==> src/rtl/vga_axil_pkg.sv <==
// Shared widths, bus types and FSM state encodings for the VGA AXI4-Lite slave.
package vga_axil_pkg;
  localparam int AXIL_ADDR_W   = 32;
  localparam int AXIL_DATA_W   = 32;
  localparam int NATIVE_ADDR_W = AXIL_ADDR_W - 2;

  typedef logic [AXIL_ADDR_W-1:0]   axil_addr_t;
  typedef logic [AXIL_DATA_W-1:0]   axil_data_t;
  typedef logic [NATIVE_ADDR_W-1:0] native_addr_t;

  typedef enum logic [1:0] {
    OKAY   = 2'b00,
    EXOKAY = 2'b01,
    SLVERR = 2'b10,
    DECERR = 2'b11
  } axil_resp_e;

  typedef enum logic [1:0] {
    W_IDLE = 2'd0,
    W_EXEC = 2'd1,
    W_RESP = 2'd2
  } wr_state_e;

  typedef enum logic [1:0] {
    R_IDLE = 2'd0,
    R_EXEC = 2'd1,
    R_CAPT = 2'd2,
    R_RESP = 2'd3
  } rd_state_e;
endpackage

==> src/rtl/axil_slave_rd_fsm.sv <==
// AXI4-Lite read path: AR handshake -> native read strobe -> capture data_i -> R response.
// Misaligned reads answer SLVERR with zero data when VGA_AXIL_SLVERR_EN is defined.
module axil_slave_rd_fsm
  import vga_axil_pkg::*;
(
  input  logic                     clk_i,
  input  logic                     arst_i,
  input  logic [AXIL_ADDR_W-1:0]   s_axil_araddr,
  input  logic                     s_axil_arvalid,
  output logic                     s_axil_arready,
  output logic [AXIL_DATA_W-1:0]   s_axil_rdata,
  output logic [1:0]               s_axil_rresp,
  output logic                     s_axil_rvalid,
  input  logic                     s_axil_rready,
  input  logic [AXIL_DATA_W-1:0]   data_i,
  output logic [NATIVE_ADDR_W-1:0] addr_read_o,
  output logic                     read_en_o
);

  rd_state_e    state_q, state_d;
  logic         arready_q, arready_d;
  logic         ar_err_q, ar_err_d;
  logic         ar_err;
  native_addr_t addr_q, addr_d;
  axil_data_t   rdata_q, rdata_d;
  axil_resp_e   rresp_q, rresp_d;
  logic         unused_addr_lsb;

`ifdef VGA_AXIL_SLVERR_EN
  assign ar_err = (s_axil_araddr[1:0] != 2'b00);
`else
  assign ar_err = 1'b0;
`endif
  assign unused_addr_lsb = ^s_axil_araddr[1:0];

  always_comb begin
    state_d  = state_q;
    ar_err_d = ar_err_q;
    addr_d   = addr_q;
    rdata_d  = rdata_q;
    rresp_d  = rresp_q;
    unique case (state_q)
      R_IDLE: begin
        if (s_axil_arvalid && arready_q) begin
          addr_d   = s_axil_araddr[AXIL_ADDR_W-1:2];
          ar_err_d = ar_err;
          state_d  = R_EXEC;
        end
      end
      R_EXEC: state_d = R_CAPT;
      R_CAPT: begin
        // data_i answers the strobe issued in R_EXEC one cycle later
        if (ar_err_q) begin
          rdata_d = '0;
          rresp_d = SLVERR;
        end else begin
          rdata_d = data_i;
          rresp_d = OKAY;
        end
        state_d = R_RESP;
      end
      R_RESP: begin
        if (s_axil_rready) state_d = R_IDLE;
      end
      default: state_d = R_IDLE;
    endcase
    arready_d = (state_d == R_IDLE);
  end

  always_ff @(posedge clk_i or posedge arst_i) begin
    if (arst_i) begin
      state_q   <= R_IDLE;
      arready_q <= 1'b0;
      ar_err_q  <= 1'b0;
      addr_q    <= '0;
      rdata_q   <= '0;
      rresp_q   <= OKAY;
    end else begin
      state_q   <= state_d;
      arready_q <= arready_d;
      ar_err_q  <= ar_err_d;
      addr_q    <= addr_d;
      rdata_q   <= rdata_d;
      rresp_q   <= rresp_d;
    end
  end

  assign s_axil_arready = arready_q;
  assign s_axil_rdata   = rdata_q;
  assign s_axil_rresp   = rresp_q;
  assign s_axil_rvalid  = (state_q == R_RESP);
  assign addr_read_o    = addr_q;
  assign read_en_o      = (state_q == R_EXEC) && !ar_err_q;

endmodule

==> src/rtl/axil_slave_fsm.sv <==
// AXI4-Lite slave for the VGA register bank: write FSM here, read FSM in axil_slave_rd_fsm.
// Define VGA_AXIL_SLVERR_EN to reject misaligned accesses with SLVERR.
module axil_slave_fsm
  import vga_axil_pkg::*;
(
  input  logic                     clk_i,
  input  logic                     arst_i,
  input  logic [AXIL_ADDR_W-1:0]   s_axil_awaddr,
  input  logic                     s_axil_awvalid,
  output logic                     s_axil_awready,
  input  logic [AXIL_DATA_W-1:0]   s_axil_wdata,
  input  logic [3:0]               s_axil_wstrb,
  input  logic                     s_axil_wvalid,
  output logic                     s_axil_wready,
  output logic [1:0]               s_axil_bresp,
  output logic                     s_axil_bvalid,
  input  logic                     s_axil_bready,
  input  logic [AXIL_ADDR_W-1:0]   s_axil_araddr,
  input  logic                     s_axil_arvalid,
  output logic                     s_axil_arready,
  output logic [AXIL_DATA_W-1:0]   s_axil_rdata,
  output logic [1:0]               s_axil_rresp,
  output logic                     s_axil_rvalid,
  input  logic                     s_axil_rready,
  input  logic [AXIL_DATA_W-1:0]   data_i,
  output logic [NATIVE_ADDR_W-1:0] addr_write_o,
  output logic [AXIL_DATA_W-1:0]   data_o,
  output logic                     write_en_o,
  output logic [NATIVE_ADDR_W-1:0] addr_read_o,
  output logic                     read_en_o
);

  wr_state_e    w_state_q, w_state_d;
  logic         awready_q, awready_d;
  logic         wready_q, wready_d;
  logic         aw_held_q, aw_held_d;
  logic         w_held_q, w_held_d;
  logic         aw_err_q, aw_err_d;
  logic         aw_err;
  native_addr_t addr_write_q, addr_write_d;
  axil_data_t   data_q, data_d;
  axil_resp_e   bresp_q, bresp_d;
  logic         unused_wr_bits;

`ifdef VGA_AXIL_SLVERR_EN
  assign aw_err = (s_axil_awaddr[1:0] != 2'b00);
`else
  assign aw_err = 1'b0;
`endif
  assign unused_wr_bits = ^{s_axil_wstrb, s_axil_awaddr[1:0]};

  // AW and W are collected independently; each ready stays low once its beat is held
  always_comb begin
    w_state_d    = w_state_q;
    aw_held_d    = aw_held_q;
    w_held_d     = w_held_q;
    aw_err_d     = aw_err_q;
    addr_write_d = addr_write_q;
    data_d       = data_q;
    bresp_d      = bresp_q;
    unique case (w_state_q)
      W_IDLE: begin
        if (s_axil_awvalid && awready_q) begin
          aw_held_d    = 1'b1;
          addr_write_d = s_axil_awaddr[AXIL_ADDR_W-1:2];
          aw_err_d     = aw_err;
        end
        if (s_axil_wvalid && wready_q) begin
          w_held_d = 1'b1;
          data_d   = s_axil_wdata;
        end
        if (aw_held_d && w_held_d) begin
          aw_held_d = 1'b0;
          w_held_d  = 1'b0;
          w_state_d = W_EXEC;
        end
      end
      W_EXEC: begin
        if (aw_err_q) bresp_d = SLVERR;
        else          bresp_d = OKAY;
        w_state_d = W_RESP;
      end
      W_RESP: begin
        if (s_axil_bready) w_state_d = W_IDLE;
      end
      default: w_state_d = W_IDLE;
    endcase
    awready_d = (w_state_d == W_IDLE) && !aw_held_d;
    wready_d  = (w_state_d == W_IDLE) && !w_held_d;
  end

  always_ff @(posedge clk_i or posedge arst_i) begin
    if (arst_i) begin
      w_state_q    <= W_IDLE;
      awready_q    <= 1'b0;
      wready_q     <= 1'b0;
      aw_held_q    <= 1'b0;
      w_held_q     <= 1'b0;
      aw_err_q     <= 1'b0;
      addr_write_q <= '0;
      data_q       <= '0;
      bresp_q      <= OKAY;
    end else begin
      w_state_q    <= w_state_d;
      awready_q    <= awready_d;
      wready_q     <= wready_d;
      aw_held_q    <= aw_held_d;
      w_held_q     <= w_held_d;
      aw_err_q     <= aw_err_d;
      addr_write_q <= addr_write_d;
      data_q       <= data_d;
      bresp_q      <= bresp_d;
    end
  end

  assign s_axil_awready = awready_q;
  assign s_axil_wready  = wready_q;
  assign s_axil_bresp   = bresp_q;
  assign s_axil_bvalid  = (w_state_q == W_RESP);
  assign addr_write_o   = addr_write_q;
  assign data_o         = data_q;
  assign write_en_o     = (w_state_q == W_EXEC) && !aw_err_q;

  axil_slave_rd_fsm u_rd_fsm (
    .clk_i          (clk_i),
    .arst_i         (arst_i),
    .s_axil_araddr  (s_axil_araddr),
    .s_axil_arvalid (s_axil_arvalid),
    .s_axil_arready (s_axil_arready),
    .s_axil_rdata   (s_axil_rdata),
    .s_axil_rresp   (s_axil_rresp),
    .s_axil_rvalid  (s_axil_rvalid),
    .s_axil_rready  (s_axil_rready),
    .data_i         (data_i),
    .addr_read_o    (addr_read_o),
    .read_en_o      (read_en_o)
  );

endmodule

==> config.mk <==
export PLATFORM = sky130hd
export DESIGN_NAME = axil_slave_fsm
export DESIGN_NICKNAME = d
export VERILOG_FILES = /design/src/rtl/vga_axil_pkg.sv /design/src/rtl/axil_slave_rd_fsm.sv /design/src/rtl/axil_slave_fsm.sv
export SDC_FILE = /design/constraint.sdc
export NUM_CORES = 1
export LEC_CHECK = 0
export BUFFER_PORTS_ARGS = -buffer_cell sky130_fd_sc_hd__buf_2
export CAP_MARGIN = 20
export CORE_MARGIN = 2
export CORE_UTILIZATION = 45
export DETAILED_ROUTE_END_ITERATION = 8
export PLACE_DENSITY = 0.82
export SKIP_CTS_REPAIR_TIMING = 1
export SYNTH_ARGS = -nofsm -noshare
export SYNTH_HDL_FRONTEND = slang
export SYNTH_SLANG_ARGS = --single-unit
==> constraint.sdc <==
create_clock -name clk_i -period 5.4 [get_ports clk_i]
set_clock_uncertainty 0.15 [all_clocks]
set_input_delay 0.54 -clock clk_i [delete_from_list [all_inputs] [get_ports clk_i]]
set_output_delay 0.54 -clock clk_i [all_outputs]
set_load 0.02 [all_outputs]
======== Word-level counts from Yosys, hierarchy flattened ========
Cells that the tools add are included.
W data, S select, Z words.
cells by class
  multiplexer cells ....................... 14
  equal/unequal tests ..................... 5
  reductions and logical operators ........ 15
operators by type and width
  kind                  count
  $logic_not A2 Y1      4
  $mux W1               8
  $mux W2               4
  $pmux W2 S4           1
  $eq A2 B2 Y1 const B  3
  $logic_and A1 B1 Y1   6
  $pmux W2 S3           1
  $reduce_and A2 Y1     3
  $eq A2 B1 Y1 const B  2
  $logic_not A1 Y1      2
word-level totals
  bits of input ports ..................... 139
  register bits after elaboration ......... 133
  output and inout port bits .............. 135
  logic and storage cells ................. 45

======== Longest topological paths before layout ========
  depth after elaboration ................. 8
  depth in mapped cells ................... 5
  gate-level depth less buffers ........... 2

======== Hierarchy ========
From an unflattened synthesis, not the netlist that was laid out.
second synthesis, totals
  cells, all modules ...................... 305
  area, all modules ....................... 5218.8 µm²
by module, submodules not included
  module             instances  area an instance (µm²)  seq. area each (µm²)  cells an instance
  axil_slave_fsm     1          2742.6                  1701.6                155
  axil_slave_rd_fsm  1          2476.1                  1626.6                150

======== Worst setup path after synthesis ========
No wires, ideal clock.
  kind .................................... reg2reg
  start ................................... register wready_q, in the netlist s_axil_wready
  end ..................................... register data_q[10], in the netlist data_o[10]
  path buffers ............................ 2
  path slack .............................. 3.741 ns
  data required time ...................... 5.125 ns
  data arrival time ....................... 1.384 ns
  stages on the path, launching flop included .. 5
  setup time .............................. 0.125 ns
  period minus slack after synthesis ...... 1.659 ns
  cells stage by stage .................... dfrtp_1 > nor4bb_1 > buf_4 > buf_12 > mux2_4
on the way
  word-level cells in the longest chain between the ends .. 2
RTL lines
  item                                line                   RTL
  from (decl)                         axil_slave_fsm.sv:35   logic wready_q, wready_d;
  from (signal assigned)              axil_slave_fsm.sv:106  wready_q <= wready_d;
  $logic_and A1 B1 Y1                 axil_slave_fsm.sv:68   if (s_axil_wvalid && wready_q) begin
  $reduce_and A2 Y1 (no source line)  --
  to (signal assigned)                axil_slave_fsm.sv:111  data_q <= data_d;
  to (decl)                           axil_slave_fsm.sv:41   axil_data_t data_q, data_d;
Every way passes these cells.
A chain may end at the register's enable or synchronous reset.

======== Final worst setup path ========
  start ................................... register w_state_q[0]
  end ..................................... register data_q[28], in the netlist data_o[28]
on the way
  word-level cells in the longest chain between the ends .. 2
RTL lines
  item                                line                   RTL
  from (decl)                         axil_slave_fsm.sv:33   wr_state_e w_state_q, w_state_d;
  from (signal assigned)              axil_slave_fsm.sv:104  w_state_q <= w_state_d;
  $logic_not A2 Y1                    axil_slave_fsm.sv:61   unique case (w_state_q)
  $reduce_and A2 Y1 (no source line)  --
Every way passes these cells.

==> results by group <==
Outcome
  – Status: finished clean

Placed design
  – Buffers on Ports: 261
  – Cells after DPL: 695
  – RD Place Congestion: 0.806
  – DP HPWL: 8570 um

Setup path
  – Worst Path Arrival: 2.69 ns
  – Crit path capture: data_o[28]
  – Worst path cell trace: nor4bb_4, buf_4, mux2_2
  – CP endpoint kind: flip-flop
  – Depth of the worst register-to-register path: 3
  – Reg2reg end: data_o[28]
  – Worst Path Max Fanout: 26
  – CP Launch Type: flip-flop
  – RR Startpoint: w_state_q[0]
  – CP required: 5.55 ns
  – Worst R2R Setup Slack: 2.86 ns
  – CP max-delay cell: nor4bb_4
  – Critical setup path kind: flip-flop to flip-flop
  – Crit. Startpoint: w_state_q[0]
  – CP peak stage delay: 0.83 ns

Routing
  – Via-to-Cell Ratio: 4.81
  – # DRC: 0
  – Pre-Repair DR Iteration Count: 4
  – Antenna-violating nets left: 0
  – Routed WL per cell: 16.5 um
  – Iter 0 DRT Violations: 128
  – Post-Route WL: 12000 um
  – Routed vias: 3499

Cells and area
  – Filler Cell Count: 862
  – Ant diodes: 0
  – Layout cells sized above 1: 0.682
  – Area grow syn2layout: 39.9%
  – Final cell count without fillers: 727
  – Nets: 710

Logic synthesis
  – Avg Synthesized Cell Area: 17.2 um2
  – Flops & latches, synth: 133
  – YS warnings: 0
  – Mapped Cells: 303
  – Post-synth design cell area: 0.00520 mm2
  – Post-synthesis sequential area ratio: 0.640
  – Yosys cell types: 25

CTS
  – Clk_lat worst skew: 0.42 ns
  – Max Buffers Root-to-Sink: 2
  – CTS Buf Count: 17
  – CTS sink cnt: 133
  – Clock slew at reported path FFs: 0.06 ns
  – CTS tree: done
  – H-tree Lvls: 4
  – Root buf cell: clkbuf_16

Timing
  – Setup_tns: 0 ns
  – Slew HR: 0.420
  – Tcrit/Tclk final: 0.470
  – Setup-failing EPs final: 0
  – FMAX: 394 MHz
  – Final hold violation count: 0
  – RSZ-0062 raised after global routing: no
  – Slew Limit Fails: 0
  – Final hold slack: 0.160 ns
  – Final min period: 2.54 ns
  – Worst-Margin Slew: 0.870 ns

Die
  – Area of the die: 0.0124 mm2
  – Core box area: 0.0113 mm2
  – Die Ht: 111 um
  – Core Rows: 39
  – Die X: 111 um
  – I/O pin count: 274
  – Initial Utilization: 0.459

GRT
  – Initial antenna violation count: 0
  – First-pass GRT wire length: 20000 um
  – Grt met2 use: 0.350
  – Total GRT Usage: 0.205
  – Met3 GRT Util: 0.0827
  – Largest net degree at the start of global routing: 74
  – Busiest layer in global routing: met2
  – Vias in the first global route: 3962
  – Met1 GRT Util: 0.231
  – Grt ovf: 0

Power and ir drop
  – Peak VDD IR: 0.528 mV
  – LEAKAGE: 3.66 nW
  – Cell Pwr Density: 725 mW/mm2

Job
  – Max cap viols: 0

Worst hold path
  – HP Class: input pin to async pin
-- per-stage QoR --
step                setup WS (ns)  power, W  instance area, um2  utilization
finish                       2.86   0.00527                7270        0.642
global route                 2.71   0.00554                7270        0.642
CTS                          2.78   0.00533                7270        0.642
detailed placement           2.78   0.00396                6580        0.581
global placement             2.84   0.00386                6580        0.581
floorplan                    1.16   0.00325                5210            -
-- cell usage in the layout (no fill, tap or decap), types with 3 or more instances in the layout --
cell type     n
nand2_1       3
conb_1        4
mux2_2       67
buf_2       261
bufinv_16     7
clkbuf_16    17
mux2_1       29
mux2_4       28
nor4_1        3
clkinv_2      3
buf_4         5
clkinvlp_4    4
dfrtp_1     133
-- synthesized netlist by cell type --
library cell | n | share of area
or2_2 | 1 | 0.0012
nand3_1 | 1 | 0.00096
a21oi_1 | 2 | 0.0019
conb_1 | 1 | 0.00072
dfrtp_1 | 133 | 0.64
o2bb2ai_1 | 1 | 0.0017
and2b_1 | 1 | 0.0014
buf_4 | 11 | 0.016
and2_1 | 1 | 0.0012
and4bb_1 | 1 | 0.0024
buf_12 | 3 | 0.012
nand2_1 | 3 | 0.0022
nor4bb_1 | 2 | 0.0039
o21a_1 | 1 | 0.0014
a211o_1 | 1 | 0.0017
inv_1 | 1 | 0.00072
nor2b_1 | 3 | 0.0036
o32a_1 | 2 | 0.0039
nor4_1 | 3 | 0.0036
buf_2 | 3 | 0.0029
mux2_1 | 29 | 0.063
nor3b_1 | 1 | 0.0014
buf_6 | 3 | 0.0065
mux2_2 | 67 | 0.15
mux2_4 | 28 | 0.081
-- final cells by class --
type                    instances  area (um2)  share of cell area
multi-input cells             152        1720               0.236
clock inverters                14         255              0.0351
well taps                     143         179              0.0246
repair buffers                266        1340               0.185
flip-flops and latches        133        3330               0.458
clock buffers                  18         439              0.0604
inverters                       1        6.26            0.000861
-- kinds of logic (layout without fill, tap and decap cells) --
logic type,Yosys count,in the layout,share of synthesized area
flops,133,133,0.640
compound gates,7,7,0.0106
mux,124,124,0.289
buf+inv,21,299,0.0376
simple gates,17,17,0.0219
other cells,1,4,0.000722
-- sequential cells by signal, indices dropped and copies added (netlist names) --
name                     flops
aw_held_q                    1
s_axil_wready                1
w_held_q                     1
u_rd_fsm.state_q             2
data_o                      32
u_rd_fsm.s_axil_rdata       32
s_axil_awready               1
u_rd_fsm.s_axil_arready      1
w_state_q                    2
addr_write_o                30
u_rd_fsm.addr_read_o        30
-- how the worst min path moves through the flow --
stage,from,to,slack [ns],depth (start not counted)
4_1_cts,data_i[19],u_rd_fsm.s_axil_rdata[19],0.17,2
3_5_place_dp,aw_held_q,s_axil_awready,0.31,1
3_3_place_gp,aw_held_q,s_axil_awready,0.30,1
6_report,arst_i,addr_write_o[27],0.16,2
5_1_grt,s_axil_awaddr[5],addr_write_o[3],0.18,2
2_1_floorplan,aw_held_q,s_axil_awready,0.28,1
-- report_power, final --
group / leakage [nW] / switching [W] / internal (W)
Sequential: 1.58 / 0.000290 / 0.00151
Clock: 0.328 / 0.000423 / 0.000921
Combinational: 1.75 / 0.00118 / 0.000954
-- routing by layer --
| layer | vias to the layer above | part of all wire |
|---|---|---|
| met2 | 176 | 0.52 |
| met1 | 1715 | 0.38 |
| met3 | 18 | 0.087 |
| met4 | 0 | 0.018 |
| met5 | - | 0 |
| li1 | 1590 | - |
-- critical path: cells and delay by family, from the launching register on --
| kind | cells | cell delay [ns] |
|---|---|---|
| buffers and inverters | 1 | 0.54 |
| flip-flops | 1 | 0.50 |
| multiplexers | 1 | 0.39 |
| AND/OR/NAND/NOR | 1 | 0.83 |
Note: power is estimated with default switching activity, not from simulation.
